===== config.mk =====
export PLATFORM = sky130hd
export DESIGN_NAME = crypto_job_dispatcher_flat
export DESIGN_NICKNAME = d
export VERILOG_FILES = /design/src/rtl/crypto_job_dispatcher_pkg.sv /design/src/rtl/crypto_job_dispatcher_if.sv /design/src/rtl/crypto_job_dispatcher_cmd_fifo.sv /design/src/rtl/crypto_job_dispatcher.sv /design/src/flat_wrapper.sv
export SDC_FILE = /design/constraint.sdc
export NUM_CORES = 1
export LEC_CHECK = 0
export CAP_MARGIN = 0
export CORE_MARGIN = 2
export CORE_UTILIZATION = 40
export DETAILED_ROUTE_END_ITERATION = 7
export GPL_TIMING_DRIVEN = 0
export PLACE_DENSITY = 0.77
export SETUP_SLACK_MARGIN = 0.5
export SLEW_MARGIN = 20
export SYNTH_ARGS = -nofsm -noshare
export SYNTH_HDL_FRONTEND = slang
export SYNTH_SLANG_ARGS = --single-unit

===== constraint.sdc =====
create_clock -name clk -period 4.1 [get_ports clk]
set_input_delay 0.82 -clock clk [delete_from_list [all_inputs] [get_ports clk]]
set_output_delay 0.82 -clock clk [all_outputs]
set_load 0.005 [all_outputs]

===== src/rtl/crypto_job_dispatcher_pkg.sv =====
// Shared widths, job record and FSM encoding for the crypto job dispatcher.
// No logic, no latency.
// No flow control.
package crypto_job_dispatcher_pkg;

    localparam int ADDR_W  = 19;
    localparam int MEM_AW  = 10;
    localparam int DATA_W  = 19;
    localparam int QDEPTH  = 4;
    localparam int TIMEOUT = 64;
    localparam int WCNT_W  = $clog2(TIMEOUT);

    localparam logic [2:0] ACCEL_TAG = 3'b110;

    typedef enum logic [1:0] {
        ST_IDLE   = 2'd0,
        ST_LAUNCH = 2'd1,
        ST_WAIT   = 2'd2,
        ST_RETIRE = 2'd3
    } disp_state_e;

    typedef struct packed {
        logic [ADDR_W-1:0] src;
        logic [ADDR_W-1:0] dst;
    } job_t;

    // Only jobs whose source lies in the accelerator region may be queued.
    function automatic logic tag_ok(input logic [ADDR_W-1:0] addr);
        return addr[ADDR_W-1 -: 3] == ACCEL_TAG;
    endfunction

endpackage


===== src/rtl/crypto_job_dispatcher_if.sv =====
// CPU command, accelerator and shared memory-port signals of the dispatcher.
// Pure wiring, no latency.
// cmd_valid/cmd_ready handshake; cpu_stall tells the CPU to retry.
interface crypto_job_dispatcher_if;
    import crypto_job_dispatcher_pkg::*;

    logic              cmd_valid;
    logic              cmd_ready;
    logic [ADDR_W-1:0] cmd_src;
    logic [ADDR_W-1:0] cmd_dst;

    logic              acc_start;
    logic [ADDR_W-1:0] acc_input_addr;
    logic [ADDR_W-1:0] acc_result_addr;
    logic              acc_done;
    logic [MEM_AW-1:0] acc_mem_addr;
    logic              acc_mem_write;
    logic [DATA_W-1:0] acc_mem_wdata;

    logic              cpu_mem_req;
    logic [MEM_AW-1:0] cpu_mem_addr;
    logic              cpu_mem_write;
    logic [DATA_W-1:0] cpu_mem_wdata;
    logic              cpu_stall;

    logic [MEM_AW-1:0] mem_addr;
    logic              mem_write;
    logic [DATA_W-1:0] mem_wdata;

    logic              busy;
    logic [7:0]        jobs_done;
    logic              err_badtag;
    logic              err_timeout;
    logic              err_clr;

    // Dispatcher side.
    modport slave (
        input  cmd_valid, cmd_src, cmd_dst,
        input  acc_done, acc_mem_addr, acc_mem_write, acc_mem_wdata,
        input  cpu_mem_req, cpu_mem_addr, cpu_mem_write, cpu_mem_wdata,
        input  err_clr,
        output cmd_ready, acc_start, acc_input_addr, acc_result_addr,
        output cpu_stall, mem_addr, mem_write, mem_wdata,
        output busy, jobs_done, err_badtag, err_timeout
    );

    // CPU / accelerator / SoC side.
    modport master (
        output cmd_valid, cmd_src, cmd_dst,
        output acc_done, acc_mem_addr, acc_mem_write, acc_mem_wdata,
        output cpu_mem_req, cpu_mem_addr, cpu_mem_write, cpu_mem_wdata,
        output err_clr,
        input  cmd_ready, acc_start, acc_input_addr, acc_result_addr,
        input  cpu_stall, mem_addr, mem_write, mem_wdata,
        input  busy, jobs_done, err_badtag, err_timeout
    );

endinterface


===== src/rtl/crypto_job_dispatcher_cmd_fifo.sv =====
// Synchronous FIFO holding queued jobs; head is shown combinationally.
// Write visible at head one cycle after push.
// full_o blocks further pushes; push on full and pop on empty are ignored.
module crypto_job_dispatcher_cmd_fifo #(
    parameter int W     = 38,
    parameter int DEPTH = 4
) (
    input  logic         clk,
    input  logic         rst,
    input  logic         push_i,
    input  logic [W-1:0] wdata_i,
    input  logic         pop_i,
    output logic [W-1:0] rdata_o,
    output logic         full_o,
    output logic         empty_o
);
    localparam int AW = $clog2(DEPTH);
    localparam int PW = AW + 1;

    logic [W-1:0]  mem_q [DEPTH];
    logic [PW-1:0] wr_q, wr_d;
    logic [PW-1:0] rd_q, rd_d;
    logic          push_ok;
    logic          pop_ok;

    // Extra pointer bit distinguishes full from empty when the indices match.
    assign full_o  = (wr_q[AW] != rd_q[AW]) && (wr_q[AW-1:0] == rd_q[AW-1:0]);
    assign empty_o = (wr_q == rd_q);
    assign push_ok = push_i & ~full_o;
    assign pop_ok  = pop_i & ~empty_o;
    assign rdata_o = mem_q[rd_q[AW-1:0]];

    // Pointer advance.
    always_comb begin
        wr_d = wr_q;
        rd_d = rd_q;
        if (push_ok) wr_d = wr_q + PW'(1);
        if (pop_ok)  rd_d = rd_q + PW'(1);
    end

    // Pointer registers, flushed on reset.
    always_ff @(posedge clk) begin
        if (rst) begin
            wr_q <= '0;
            rd_q <= '0;
        end else begin
            wr_q <= wr_d;
            rd_q <= rd_d;
        end
    end

    // Storage needs no reset: the pointers decide what is valid.
    always_ff @(posedge clk) begin
        if (push_ok) mem_q[wr_q[AW-1:0]] <= wdata_i;
    end

endmodule


===== src/rtl/crypto_job_dispatcher.sv =====
// Queues CPU jobs, launches them one at a time on the accelerator, arbitrates the data-memory port.
// Launch 2 cycles after push into an idle queue; retire 2 cycles after acc_done.
// cmd_ready drops while the queue (including the job in flight) is full; CPU memory access stalls while the accelerator owns memory.
module crypto_job_dispatcher
    import crypto_job_dispatcher_pkg::*;
(
    input  logic                    clk,
    input  logic                    rst,
    crypto_job_dispatcher_if.slave  bus
);

    disp_state_e       state_q, state_d;
    logic [WCNT_W-1:0] wcnt_q, wcnt_d;
    logic [ADDR_W-1:0] src_q, src_d;
    logic [ADDR_W-1:0] dst_q, dst_d;
    logic [7:0]        jobs_q, jobs_d;
    logic              err_badtag_q, err_badtag_d;
    logic              err_timeout_q, err_timeout_d;

    logic              fifo_full;
    logic              fifo_empty;
    logic              fifo_push;
    logic              fifo_pop;
    logic              badtag_set;
    logic              timeout_hit;
    logic              start;
    logic              owner_acc;
    job_t              head;
    job_t              new_job;

    // A job stays in the queue while in flight; it is popped on retire or abort.
    assign new_job    = '{src: bus.cmd_src, dst: bus.cmd_dst};
    assign fifo_push  = bus.cmd_valid & ~fifo_full & tag_ok(bus.cmd_src);
    assign badtag_set = bus.cmd_valid & ~fifo_full & ~tag_ok(bus.cmd_src);

    crypto_job_dispatcher_cmd_fifo #(
        .W     ($bits(job_t)),
        .DEPTH (QDEPTH)
    ) u_cmd_fifo (
        .clk     (clk),
        .rst     (rst),
        .push_i  (fifo_push),
        .wdata_i (new_job),
        .pop_i   (fifo_pop),
        .rdata_o (head),
        .full_o  (fifo_full),
        .empty_o (fifo_empty)
    );

    // Job sequencing: latch head, pulse start, wait for done or time out, retire.
    always_comb begin
        state_d     = state_q;
        wcnt_d      = wcnt_q;
        src_d       = src_q;
        dst_d       = dst_q;
        jobs_d      = jobs_q;
        fifo_pop    = 1'b0;
        timeout_hit = 1'b0;
        start       = 1'b0;
        case (state_q)
            ST_IDLE: begin
                if (!fifo_empty) begin
                    state_d = ST_LAUNCH;
                    src_d   = head.src;
                    dst_d   = head.dst;
                end
            end
            ST_LAUNCH: begin
                start   = 1'b1;
                wcnt_d  = '0;
                state_d = ST_WAIT;
            end
            ST_WAIT: begin
                if (bus.acc_done) begin
                    state_d = ST_RETIRE;
                end else if (wcnt_q == WCNT_W'(TIMEOUT - 1)) begin
                    timeout_hit = 1'b1;
                    fifo_pop    = 1'b1;
                    state_d     = ST_IDLE;
                end else begin
                    wcnt_d = wcnt_q + WCNT_W'(1);
                end
            end
            ST_RETIRE: begin
                fifo_pop = 1'b1;
                jobs_d   = jobs_q + 8'd1;
                state_d  = ST_IDLE;
            end
            default: state_d = ST_IDLE;
        endcase
    end

    // Sticky errors: a new error in the same cycle as err_clr stays set.
    always_comb begin
        err_badtag_d  = bus.err_clr ? 1'b0 : err_badtag_q;
        err_timeout_d = bus.err_clr ? 1'b0 : err_timeout_q;
        if (badtag_set)  err_badtag_d  = 1'b1;
        if (timeout_hit) err_timeout_d = 1'b1;
    end

    // State, counters, latched job addresses and error flags.
    always_ff @(posedge clk) begin
        if (rst) begin
            state_q       <= ST_IDLE;
            wcnt_q        <= '0;
            src_q         <= '0;
            dst_q         <= '0;
            jobs_q        <= '0;
            err_badtag_q  <= 1'b0;
            err_timeout_q <= 1'b0;
        end else begin
            state_q       <= state_d;
            wcnt_q        <= wcnt_d;
            src_q         <= src_d;
            dst_q         <= dst_d;
            jobs_q        <= jobs_d;
            err_badtag_q  <= err_badtag_d;
            err_timeout_q <= err_timeout_d;
        end
    end

    // Memory port: accelerator owns it from launch until done/abort, CPU otherwise.
    always_comb begin
        owner_acc = (state_q == ST_LAUNCH) || (state_q == ST_WAIT);
        if (owner_acc) begin
            bus.mem_addr  = bus.acc_mem_addr;
            bus.mem_write = bus.acc_mem_write;
            bus.mem_wdata = bus.acc_mem_wdata;
        end else begin
            bus.mem_addr  = bus.cpu_mem_addr;
            bus.mem_write = bus.cpu_mem_req & bus.cpu_mem_write;
            bus.mem_wdata = bus.cpu_mem_wdata;
        end
        bus.cpu_stall = bus.cpu_mem_req & owner_acc;
    end

    assign bus.cmd_ready       = ~fifo_full;
    assign bus.acc_start       = start;
    assign bus.acc_input_addr  = src_q;
    assign bus.acc_result_addr = dst_q;
    assign bus.busy            = (state_q != ST_IDLE) | ~fifo_empty;
    assign bus.jobs_done       = jobs_q;
    assign bus.err_badtag      = err_badtag_q;
    assign bus.err_timeout     = err_timeout_q;

endmodule


===== src/flat_wrapper.sv =====
// flat-port wrapper written by rule: the top's interface ports become plain ports
module crypto_job_dispatcher_flat import crypto_job_dispatcher_pkg::*;
  (clk, rst, bus_cmd_valid, bus_cmd_src, bus_cmd_dst, bus_acc_done, bus_acc_mem_addr, bus_acc_mem_write, bus_acc_mem_wdata, bus_cpu_mem_req, bus_cpu_mem_addr, bus_cpu_mem_write, bus_cpu_mem_wdata, bus_err_clr, bus_cmd_ready, bus_acc_start, bus_acc_input_addr, bus_acc_result_addr, bus_cpu_stall, bus_mem_addr, bus_mem_write, bus_mem_wdata, bus_busy, bus_jobs_done, bus_err_badtag, bus_err_timeout);
  crypto_job_dispatcher_if bus_i ();
  input  logic clk;
  input  logic rst;
  input wire logic [$bits(bus_i.cmd_valid)-1:0] bus_cmd_valid;
  input wire logic [$bits(bus_i.cmd_src)-1:0] bus_cmd_src;
  input wire logic [$bits(bus_i.cmd_dst)-1:0] bus_cmd_dst;
  input wire logic [$bits(bus_i.acc_done)-1:0] bus_acc_done;
  input wire logic [$bits(bus_i.acc_mem_addr)-1:0] bus_acc_mem_addr;
  input wire logic [$bits(bus_i.acc_mem_write)-1:0] bus_acc_mem_write;
  input wire logic [$bits(bus_i.acc_mem_wdata)-1:0] bus_acc_mem_wdata;
  input wire logic [$bits(bus_i.cpu_mem_req)-1:0] bus_cpu_mem_req;
  input wire logic [$bits(bus_i.cpu_mem_addr)-1:0] bus_cpu_mem_addr;
  input wire logic [$bits(bus_i.cpu_mem_write)-1:0] bus_cpu_mem_write;
  input wire logic [$bits(bus_i.cpu_mem_wdata)-1:0] bus_cpu_mem_wdata;
  input wire logic [$bits(bus_i.err_clr)-1:0] bus_err_clr;
  output wire logic [$bits(bus_i.cmd_ready)-1:0] bus_cmd_ready;
  output wire logic [$bits(bus_i.acc_start)-1:0] bus_acc_start;
  output wire logic [$bits(bus_i.acc_input_addr)-1:0] bus_acc_input_addr;
  output wire logic [$bits(bus_i.acc_result_addr)-1:0] bus_acc_result_addr;
  output wire logic [$bits(bus_i.cpu_stall)-1:0] bus_cpu_stall;
  output wire logic [$bits(bus_i.mem_addr)-1:0] bus_mem_addr;
  output wire logic [$bits(bus_i.mem_write)-1:0] bus_mem_write;
  output wire logic [$bits(bus_i.mem_wdata)-1:0] bus_mem_wdata;
  output wire logic [$bits(bus_i.busy)-1:0] bus_busy;
  output wire logic [$bits(bus_i.jobs_done)-1:0] bus_jobs_done;
  output wire logic [$bits(bus_i.err_badtag)-1:0] bus_err_badtag;
  output wire logic [$bits(bus_i.err_timeout)-1:0] bus_err_timeout;
  assign bus_i.cmd_valid = bus_cmd_valid;
  assign bus_i.cmd_src = bus_cmd_src;
  assign bus_i.cmd_dst = bus_cmd_dst;
  assign bus_i.acc_done = bus_acc_done;
  assign bus_i.acc_mem_addr = bus_acc_mem_addr;
  assign bus_i.acc_mem_write = bus_acc_mem_write;
  assign bus_i.acc_mem_wdata = bus_acc_mem_wdata;
  assign bus_i.cpu_mem_req = bus_cpu_mem_req;
  assign bus_i.cpu_mem_addr = bus_cpu_mem_addr;
  assign bus_i.cpu_mem_write = bus_cpu_mem_write;
  assign bus_i.cpu_mem_wdata = bus_cpu_mem_wdata;
  assign bus_i.err_clr = bus_err_clr;
  assign bus_cmd_ready = bus_i.cmd_ready;
  assign bus_acc_start = bus_i.acc_start;
  assign bus_acc_input_addr = bus_i.acc_input_addr;
  assign bus_acc_result_addr = bus_i.acc_result_addr;
  assign bus_cpu_stall = bus_i.cpu_stall;
  assign bus_mem_addr = bus_i.mem_addr;
  assign bus_mem_write = bus_i.mem_write;
  assign bus_mem_wdata = bus_i.mem_wdata;
  assign bus_busy = bus_i.busy;
  assign bus_jobs_done = bus_i.jobs_done;
  assign bus_err_badtag = bus_i.err_badtag;
  assign bus_err_timeout = bus_i.err_timeout;
  crypto_job_dispatcher u_core (.clk(clk), .rst(rst), .bus(bus_i));
endmodule

### Word level (Yosys, flattened, before mapping)

Memories as Yosys holds them, arrays and structs flattened. A register that Yosys moved wholly into a read port is not among the register bits.
Index checks and enable logic that the tools add are counted.

| word-level totals | value |
|---|---|
| flip-flop bits (word level) | 24 |
| latch bits | 0 |
| bits in writable memories | 152 |
| bits in read-only memories | 0 |
| input bits | 104 |
| output and inout bits | 82 |
| memories kept | 1 |

Memories:

| name | depth | width | read ports | clocked after memory_dff | wr ports | RTL line | RTL |
|---|---|---|---|---|---|---|---|
| u_core.u_cmd_fifo.mem_q | 4 | 38 | 1 | 1 | 1 | crypto_job_dispatcher_cmd_fifo.sv:20 | `logic [W-1:0] mem_q [DEPTH];` |

| cells by class | value |
|---|---|
| add/subtract/negate cells | 4 |
| multiply operators | 0 |
| divide/modulo/power cells | 0 |
| magnitude comparators | 0 |
| eq/ne operators | 12 |
| shift-type cells | 0 |
| muxes and demuxes | 20 |
| bitwise gates (word level) | 11 |
| reductions and logical operators | 10 |

Operators by type and width:

| cell | count |
|---|---|
| 19-bit 2-to-1 mux | 1 |
| 6-bit 2-to-1 mux | 2 |
| 6-bit case mux with 2 select lines | 1 |
| 1-bit 2-to-1 mux | 10 |
| 10-bit 2-to-1 mux | 1 |
| 8-bit by 1-bit adder with 8-bit output (second input constant) | 1 |
| 2-bit case mux with 4 select lines | 1 |
| 2-bit nonzero test | 4 |
| 1-bit AND | 7 |
| 3-bit by 1-bit adder with 3-bit output (second input constant) | 2 |
| 6-bit by 1-bit adder with 6-bit output (second input constant) | 1 |
| 6-bit equality test (second input constant) | 1 |
| 2-bit 2-to-1 mux | 3 |
| 2-bit != test (second input constant) | 3 |
| 2-bit equality test (second input constant) | 2 |
| 2-bit AND reduction | 2 |
| 3-bit equality test | 1 |
| 3-bit equality test (second input constant) | 1 |
| 3-bit by 2-bit != test with 1-bit output (second input constant) | 1 |
| 1-bit NOT | 3 |
| 3-bit AND reduction | 1 |
| 2-bit by 1-bit equality test with 1-bit output (second input constant) | 1 |
| 2-bit equality test | 1 |
| 2-bit zero test | 1 |
| other kinds (5) | 5 |

### Depth between registers and ports, before layout

Gate-level depths: netlist of run 1.

| logic depth | value |
|---|---|
| depth after elaboration | 8 |
| mapped depth | 7 |
| mapped depth without buffers | 6 |

### By module

A second synthesis of run 1 with hierarchy kept.

| unflattened totals | value |
|---|---|
| cells, all modules | 575 |
| area total of the unflattened synthesis | 8,645.8 sq um |

Modules (own cells, without submodules):

| module | instances | cells each | area an instance (sq um) |
|---|---|---|---|
| crypto_job_dispatcher_cmd_fifo | 1 | 266 | 6,047.0 |
| crypto_job_dispatcher | 1 | 309 | 2,598.7 |

### Worst setup path after synthesis of run 1

OpenSTA, ideal clock, no wires.

| path | value |
|---|---|
| kind | in2reg |
| start point | in bus_cmd_src[16] |
| end point | mem u_core.u_cmd_fifo.mem_q[3][0], enable pin |
| library setup time | 0.433 ns |
| data arrival time | 2.985 ns |
| setup slack | 0.681 ns |
| stages on the path | 3 |
| path buffers | 0 |
| cell sequence | nand3b_1 -> a311o_1 -> nor2_1 |

| on the way | value |
|---|---|
| word-level cells in the longest chain between the ends | 5 |

RTL lines:

| what | RTL line | RTL |
|---|---|---|
| from (decl) | flat_wrapper.sv:8 | `input wire logic [$bits(bus_i.cmd_src)-1:0] bus_cmd_src;` |
| 3-bit equality test | crypto_job_dispatcher_pkg.sv:29 | `return addr[ADDR_W-1 -: 3] == ACCEL_TAG;` |
| 1-bit AND | crypto_job_dispatcher.sv:33 | `assign fifo_push = bus.cmd_valid & ~fifo_full & tag_ok(bus.cmd_src);` |
| 1-bit AND | crypto_job_dispatcher_cmd_fifo.sv:29 | `assign push_ok = push_i & ~full_o;` |
| 1-bit 2-to-1 mux | crypto_job_dispatcher_cmd_fifo.sv:54 | `if (push_ok) mem_q[wr_q[AW-1:0]] <= wdata_i;` |
| 1-bit 2-to-1 mux (not written as such) | crypto_job_dispatcher_cmd_fifo.sv:54 |  |
| to (decl) | crypto_job_dispatcher_cmd_fifo.sv:20 |  |

Every way passes these cells.

### Worst setup path in the final report of run 1

| path | value |
|---|---|
| start point | reg u_core.state_q[0] |
| end point | out bus_mem_wdata[17] |

| on the way | value |
|---|---|
| word-level cells in the longest chain between the ends | 3 |

RTL lines:

| what | RTL line | RTL |
|---|---|---|
| from (decl) | crypto_job_dispatcher.sv:12 | `disp_state_e state_q, state_d;` |
| from (signal assigned) | crypto_job_dispatcher.sv:112 | `state_q <= state_d;` |
| 2-bit by 1-bit equality test with 1-bit output / 2-bit equality test (equally long branches) | crypto_job_dispatcher.sv:124 | `owner_acc = (state_q == ST_LAUNCH) \|\| (state_q == ST_WAIT);` |
| 1-bit logical OR (*) | crypto_job_dispatcher.sv:124 |  |
| 19-bit 2-to-1 mux (*) | crypto_job_dispatcher.sv:125 | `if (owner_acc) begin` |
| to (decl) | flat_wrapper.sv:26 | `output wire logic [$bits(bus_i.mem_wdata)-1:0] bus_mem_wdata;` |

Every way passes the cells marked *; elsewhere a longest branch is shown, timed or not.

==> flow_summary_export.csv, run 1 <==
group,metric,value,unit
pwr,p_leak,3.76,nW
yosys,ys_ff_latch,214,
timing,slew_headroom,50.6,%
die,ioPinCount,186,
timing,setup_violations,0,
cts,cts_tree,"yes",
die,die_h,149,um
grt,grtUsageMet1,23.3,%
yosys,synth.avg_cell_area,15.3,sq um
yosys,syn_area,0.00845,sq mm
setup_path,critical-path-top-delay-family,"buffers and inverters",
setup_path,worst-setup-path-type,"reg2out",
yosys,ys_top_cells_by_area,"edfxtp_1 (54%), dfxtp_1 (15%), mux4_2 (10%), nand2_1 (4.1%), mux2_2 (4.0%)",
setup_path,startpoint,"u_core.state_q[0]",
pwr,switchingPower,1.11,mW
cts,clock_latency,490,ps
timing,rsz0062_at_grt,"no",
timing,clock_skew,9.33,ps
layout,syn2layout_area_growth,35.9,%
yosys,synthArstFlopShare,0,%
status,status,"finished clean",
detailed_routing,viasPerCell,4.96,
cts,clock_path_buffers,3,
pwr,vdd.ir_drop.worst,390,uV
setup_path,slowest_stage,"clkdlybuf4s50_1",
placed_design,hpwl,13.0,mm
timing,setup_tns,0,ps
hold_path,hold_start,"u_core.bus.acc_input_addr[18]",
grt,antenna_found_initial,0,
layout,final_util,55.0,%
cts,postCtsSetupBuffers,0,
hold_path,hp-class,"reg2reg",
pwr,seq_power_share,45.8,%
setup_path,cp_cell_sequence,"inv_1, ha_1, clkbuf_1, clkbuf_2, mux2_2, clkdlybuf4s50_1",
timing,tightest_slew,741,ps
layout,diodes,0,
setup_path,reg2reg_slack,1720,ps
timing,hold_viol_final,0,
placed_design,io_buffers,185,
setup_path,critPathBufInv,4,
yosys,ys.flop_type,"edfxtp_1",
timing,period_minus_slack,3430,ps
grt,busiest_layer,"met2",
layout,register_area,0.00581,sq mm
detailed_routing,routed_wl,18.8,mm
setup_path,slowest_delay,450,ps
pwr,p_int,4.04,mW
pwr,powerDensity,449,mW/mm^2
cts,cts_hold_buffers,0,
pwr,power.share.switching,21.6,%
hold_path,hold_depth,2,
yosys,yosysMostFrequentCell,"edfxtp_1",
grt,grt_pass1_vias,5224,
grt,overflow,0,
setup_path,worstPathArrival,2610,ps
placed_design,globalplace.congestion,0.773,
yosys,ys_types,45,
timing,hold_slack,453,ps
pwr,power,5.15,mW
yosys,synth_warnings,0,
setup_path,crit_required,3280,ps
layout,fin_nets,881,
grt,gr-usage-met3,2.78,%
setup_path,cp.depth,6,
timing,finalCritPeriodShare,83.6,%
yosys,synth_common_cells,"edfxtp_1 (152), nand2_1 (93), dfxtp_1 (62)",
detailed_routing,antenna_left,0,
layout,fillers,1724,
detailed_routing,routed-via-count,5248,
setup_path,worst_setup_path_end_kind,"primary output",
layout,fin_area,0.0115,sq mm
job,max-cap-violations,0,
detailed_routing,drc,0,
die,core_area,0.0209,sq mm
setup_path,crit_end,"bus_mem_wdata[17]",
layout,layout-drive-gt1-share,17.5,%
yosys,synth_top_area_share,54.0,%
timing,clock.fmax,292,MHz
yosys,synth.net_count,668,
yosys,syn_inst,553,
cts,htree_levels,1,
detailed_routing,drt_iter0_markers,276,
die,die_area,0.0223,sq mm
setup_path,timing.rr.start,"u_core.u_cmd_fifo.rd_q[1]",
setup_path,rr_worst_depth,5,
die,num_rows,53,
yosys,yosysSeqAreaShare,68.7,%
yosys,synth_enable_flop_cells,152,
detailed_routing,avgRoutedWirePerCell,17.8,um
detailed_routing,firstDrtPassIters,5,
cts,cts_made_buffers,22,
grt,grt_usage,16.6,%
grt,grt_max_degree,24,
setup_path,cp-start-kind,"flop",
timing,slew_viol_final,0,
grt,grt_use_met2,27.4,%
die,start_util,40.5,%
cts,cts_root_buffer,"clkbuf_16",
setup_path,crit_path_max_fanout,10,
grt,grt_pass1_wl,28.5,mm
pwr,p_comb_share,15.8,%
layout,multi_input_area,0.00247,sq mm
cts,clk_pin_slew,60,ps
yosys,yosys.area.top_type,"edfxtp_1",
die,dieWidth,149,um
cts,clock-sinks,214,
pwr,clkPwrFrac,38.4,%
setup_path,timing.rr.end,"u_core.u_cmd_fifo.mem_q[1][16]",
placed_design,placed_cell_area,0.0107,sq mm
## cells by family (layout without fill, tap and decap cells)
group           after synthesis  count (layout)  share of synthesized area [%]
fa+ha+maj                    11              11                           1.63
flops                       214             214                           68.7
simple gates                134             134                           6.88
buf+inv                      41             270                           2.26
compound gates               72              72                           4.96
mux                          70              70                           14.4
xor+xnor                     11              11                           1.23
## flip-flops by register name, summed over array words and instances (netlist names), 2 cells and up
signal,count
u_core.u_cmd_fifo.rd_q,3
u_core.u_cmd_fifo.mem_q,152
u_core.u_cmd_fifo.wr_q,3
u_core.wcnt_q,6
u_core.bus.acc_input_addr,19
u_core.bus.acc_result_addr,19
u_core.bus.jobs_done,8
u_core.state_q,2
## worst register-to-register path: cells and delay by family (launching register included)
kind / cells / cell delay (ps)
XOR/XNOR: 1 / 160
AND/OR/NAND/NOR: 1 / 610
flip-flops: 1 / 310
buffers and inverters: 2 / 410
AO/OA/AOI/OAI: 1 / 560
## repair_timing
item                       CTS  global route
gates cloned                 0             0
setup endpoints to repair   27             3
pin swaps                    0             0
resized for setup            3             2
## cells in the final DEF, fill, tap and decap left out, types with 7 or more instances in the layout
cell type and count:
clkdlybuf4s50_1 185, mux4_2 38, a21oi_1 51, buf_2 9, nor2_1 10, clkbuf_1 12
buf_4 7, inv_1 11, nand2_1 93, dfxtp_1 62, ha_1 11, clkbuf_16 23
edfxtp_1 152, mux2_2 30
## worst min-delay path by stage
stage                                    endpoint  slack [ps]
floorplan            u_core.bus.acc_input_addr[0]         450
global placement    u_core.bus.acc_input_addr[12]         440
detailed placement  u_core.bus.acc_input_addr[18]         450
CTS                 u_core.bus.acc_input_addr[18]         460
global route        u_core.bus.acc_input_addr[18]         470
finish              u_core.bus.acc_input_addr[18]         450
## metrics by stage
| step | setup slack, ps | cells |
|---|---|---|
| 2_1_floorplan | 681 | 553 |
| 3_3_place_gp | -1160 | 1013 |
| 3_5_place_dp | 769 | 1017 |
| 4_1_cts | 604 | 1057 |
| 5_1_grt | 498 | 1057 |
| 6_report | 674 | 1057 |
## per-layer routing
layer  wire (um)  up-vias
met4         272        0
met2        9340      125
met5           0        -
li1            -     2508
met1        8220     2592
met3         929       23
## power groups by stage
stage | combinational, mW | clock (mW) | sequential, mW
final | 0.815 | 1.98 | 2.36
after global routing | 0.875 | 2.10 | 2.36
after CTS | 0.822 | 2.01 | 2.36
after detailed placement | 0.811 | 0 | 2.41
after global placement | 0.803 | 0 | 2.41
after floorplan | 0.352 | 0 | 2.41
## layout make-up
cell class | count | area share, %
flip-flops and latches | 214 | 50.5
multi-input cells | 298 | 21.5
repair buffers | 189 | 16.8
clock buffers | 31 | 5.80
well taps | 275 | 3.00
plain buffers | 30 | 1.38
clock inverters | 9 | 0.621
inverters | 11 | 0.359
(Power assumes the default switching activity.)
==> run 2: changes to the inputs <==
Settings changed: PLACE_DENSITY 0.77 to 0.79.
Clock period 4.1 ns to 2.9 ns, I/O delays scaled along.
==> flow_summary_export.csv, run 2 (synthesized netlist as in run 1, its figures left out) <==
group,metric,value,unit
placed_design,io_buffers,185,
layout,largest_reg_flops,152,
grt,overflow,0,
cts,clock-sinks,214,
layout,syn2layout_area_growth,42.5,%
pwr,vdd.ir_drop.worst,436,uV
pwr,power.share.switching,21.9,%
grt,grt_pass1_vias,5593,
job,max-cap-violations,0,
die,die_area,0.0223,sq mm
pwr,clkPwrFrac,36.4,%
detailed_routing,routed-via-count,5392,
placed_design,place_inst,1015,
setup_path,crit_path_max_fanout,5,
timing,setup_tns,0,ps
setup_path,reg2reg_slack,890,ps
timing,finalCritPeriodShare,88.1,%
grt,antenna_found_initial,0,
cts,cts_hold_buffers,0,
hold_path,hold_depth,2,
detailed_routing,firstDrtPassIters,4,
detailed_routing,avgRoutedWirePerCell,18.6,um
cts,htree_levels,1,
layout,diodes,0,
setup_path,worst-setup-path-type,"reg2out",
cts,cts_tree,"yes",
detailed_routing,viasPerCell,4.97,
layout,final_cell_mix,"clkdlybuf4s50_1 (152), edfxtp_1 (152), nand2_1 (93)",
setup_path,worstPathArrival,1970,ps
detailed_routing,antenna_left,0,
layout,layout-drive-gt1-share,25.6,%
die,ioPinCount,186,
grt,grt_pass1_wl,30.2,mm
pwr,switchingPower,1.77,mW
layout,final_cells,1085,
cts,clock_path_buffers,3,
setup_path,rr_worst_depth,7,
placed_design,globalplace.congestion,0.759,
timing,setup_violations,0,
layout,fin_nets,909,
die,core_area,0.0209,sq mm
cts,clk_pin_slew,60,ps
timing,fin_ws,346,ps
placed_design,place_ws,-417,ps
cts,cts_made_buffers,22,
die,num_rows,53,
timing,clock_skew,12.7,ps
cts,clock_latency,500,ps
die,dieWidth,149,um
setup_path,startpoint,"u_core.state_q[0]",
setup_path,cp-start-kind,"flop",
pwr,p_comb_share,22.2,%
setup_path,timing.rr.start,"u_core.u_cmd_fifo.rd_q[1]",
detailed_routing,routed_wl,20.2,mm
detailed_routing,drc,0,
status,status,"finished clean",
setup_path,timing.rr.end,"u_core.bus.acc_input_addr[12]",
pwr,p_int,6.30,mW
setup_path,worst_setup_path_end_kind,"primary output",
pwr,p_leak,4.11,nW
timing,tightest_slew,701,ps
timing,period_minus_slack,2550,ps
die,die_h,149,um
pwr,powerDensity,670,mW/mm^2
grt,grt_max_degree,20,
hold_path,hp-class,"reg2reg",
timing,slew_headroom,53.3,%
timing,rsz0062_at_grt,"yes",
pwr,seq_power_share,41.4,%
timing,slew_viol_final,0,
die,start_util,40.5,%
timing,hold_viol_final,0,
detailed_routing,drt_iter0_markers,298,
setup_path,crit_required,2320,ps
grt,grt_usage,17.6,%
cts,cts_root_buffer,"clkbuf_16",
timing,clock.fmax,392,MHz
setup_path,crit_end,"bus_mem_wdata[8]",
placed_design,hpwl,12.6,mm
run 2: worst max-delay path, stage by stage, from the launching register on:
cell and delay, ps:
dfxtp_2 340, inv_2 50, ha_4 240, clkbuf_16 160
buf_8 130, buf_6 120, mux2_4 320, buf_6 120
run 2: stage by stage:
step / hold slack, ps / power (mW) / instance area (sq um) / utilization, %
finish: 452 / 8.07 / 12000 / 57.7
global route: 475 / 8.33 / 12000 / 57.7
CTS: 455 / 8.00 / 11900 / 57.0
detailed placement: 446 / 4.55 / 10700 / 51.2
global placement: 442 / 4.54 / 10700 / 51.0
floorplan: 453 / 3.90 / 8460 / -
run 2: power by group through the flow:
| stage | Combinational, mW | Clock [mW] | Sequential, mW |
|---|---|---|---|
| 2_1_floorplan | 0.498 | 0 | 3.40 |
| 3_3_place_gp | 1.13 | 0 | 3.40 |
| 3_5_place_dp | 1.15 | 0 | 3.41 |
| 4_1_cts | 1.66 | 3.00 | 3.34 |
| 5_1_grt | 1.89 | 3.10 | 3.34 |
| 6_report | 1.79 | 2.94 | 3.34 |
run 2: final cells by class:
type	instances	area (sq um)
Clock inverter	11	154
Sequential cell	214	5810
Timing Repair Buffer	214	2170
Fill cell	1654	8840
Tap cell	275	344
Inverter	11	41.3
Clock buffer	29	608
Buffer	30	219
Multi-Input combinational cell	301	2700
run 2: worst min path at each step:
stage                             startpoint                            end
6_report       u_core.bus.acc_input_addr[14]  u_core.bus.acc_input_addr[14]
5_1_grt        u_core.bus.acc_result_addr[3]  u_core.bus.acc_result_addr[3]
4_1_cts        u_core.bus.acc_input_addr[14]  u_core.bus.acc_input_addr[14]
3_5_place_dp   u_core.bus.acc_input_addr[14]  u_core.bus.acc_input_addr[14]
3_3_place_gp   u_core.bus.acc_input_addr[13]  u_core.bus.acc_input_addr[13]
2_1_floorplan   u_core.bus.acc_input_addr[0]   u_core.bus.acc_input_addr[0]
run 2: metal layers:
metal / share of wire (%) / track usage [%] / vias to the layer above / routed length [um]
met1: 40 / 22.3 / 2675 / 8170
met4: 1.3 / 5.38 / 0 / 267
met3: 5.3 / 2.69 / 21 / 1070
met2: 53 / 31.0 / 132 / 10700
li1: - / - / 2564 / -
met5: 0 / 0 / - / 0
run 2: timing repair:
item | in CTS | in global routing
pin swaps | 7 | 3
buffers inserted | 18 | 8
cloned | 4 | 0
setup endpoints to repair | 147 | 173
gates resized for setup | 224 | 14
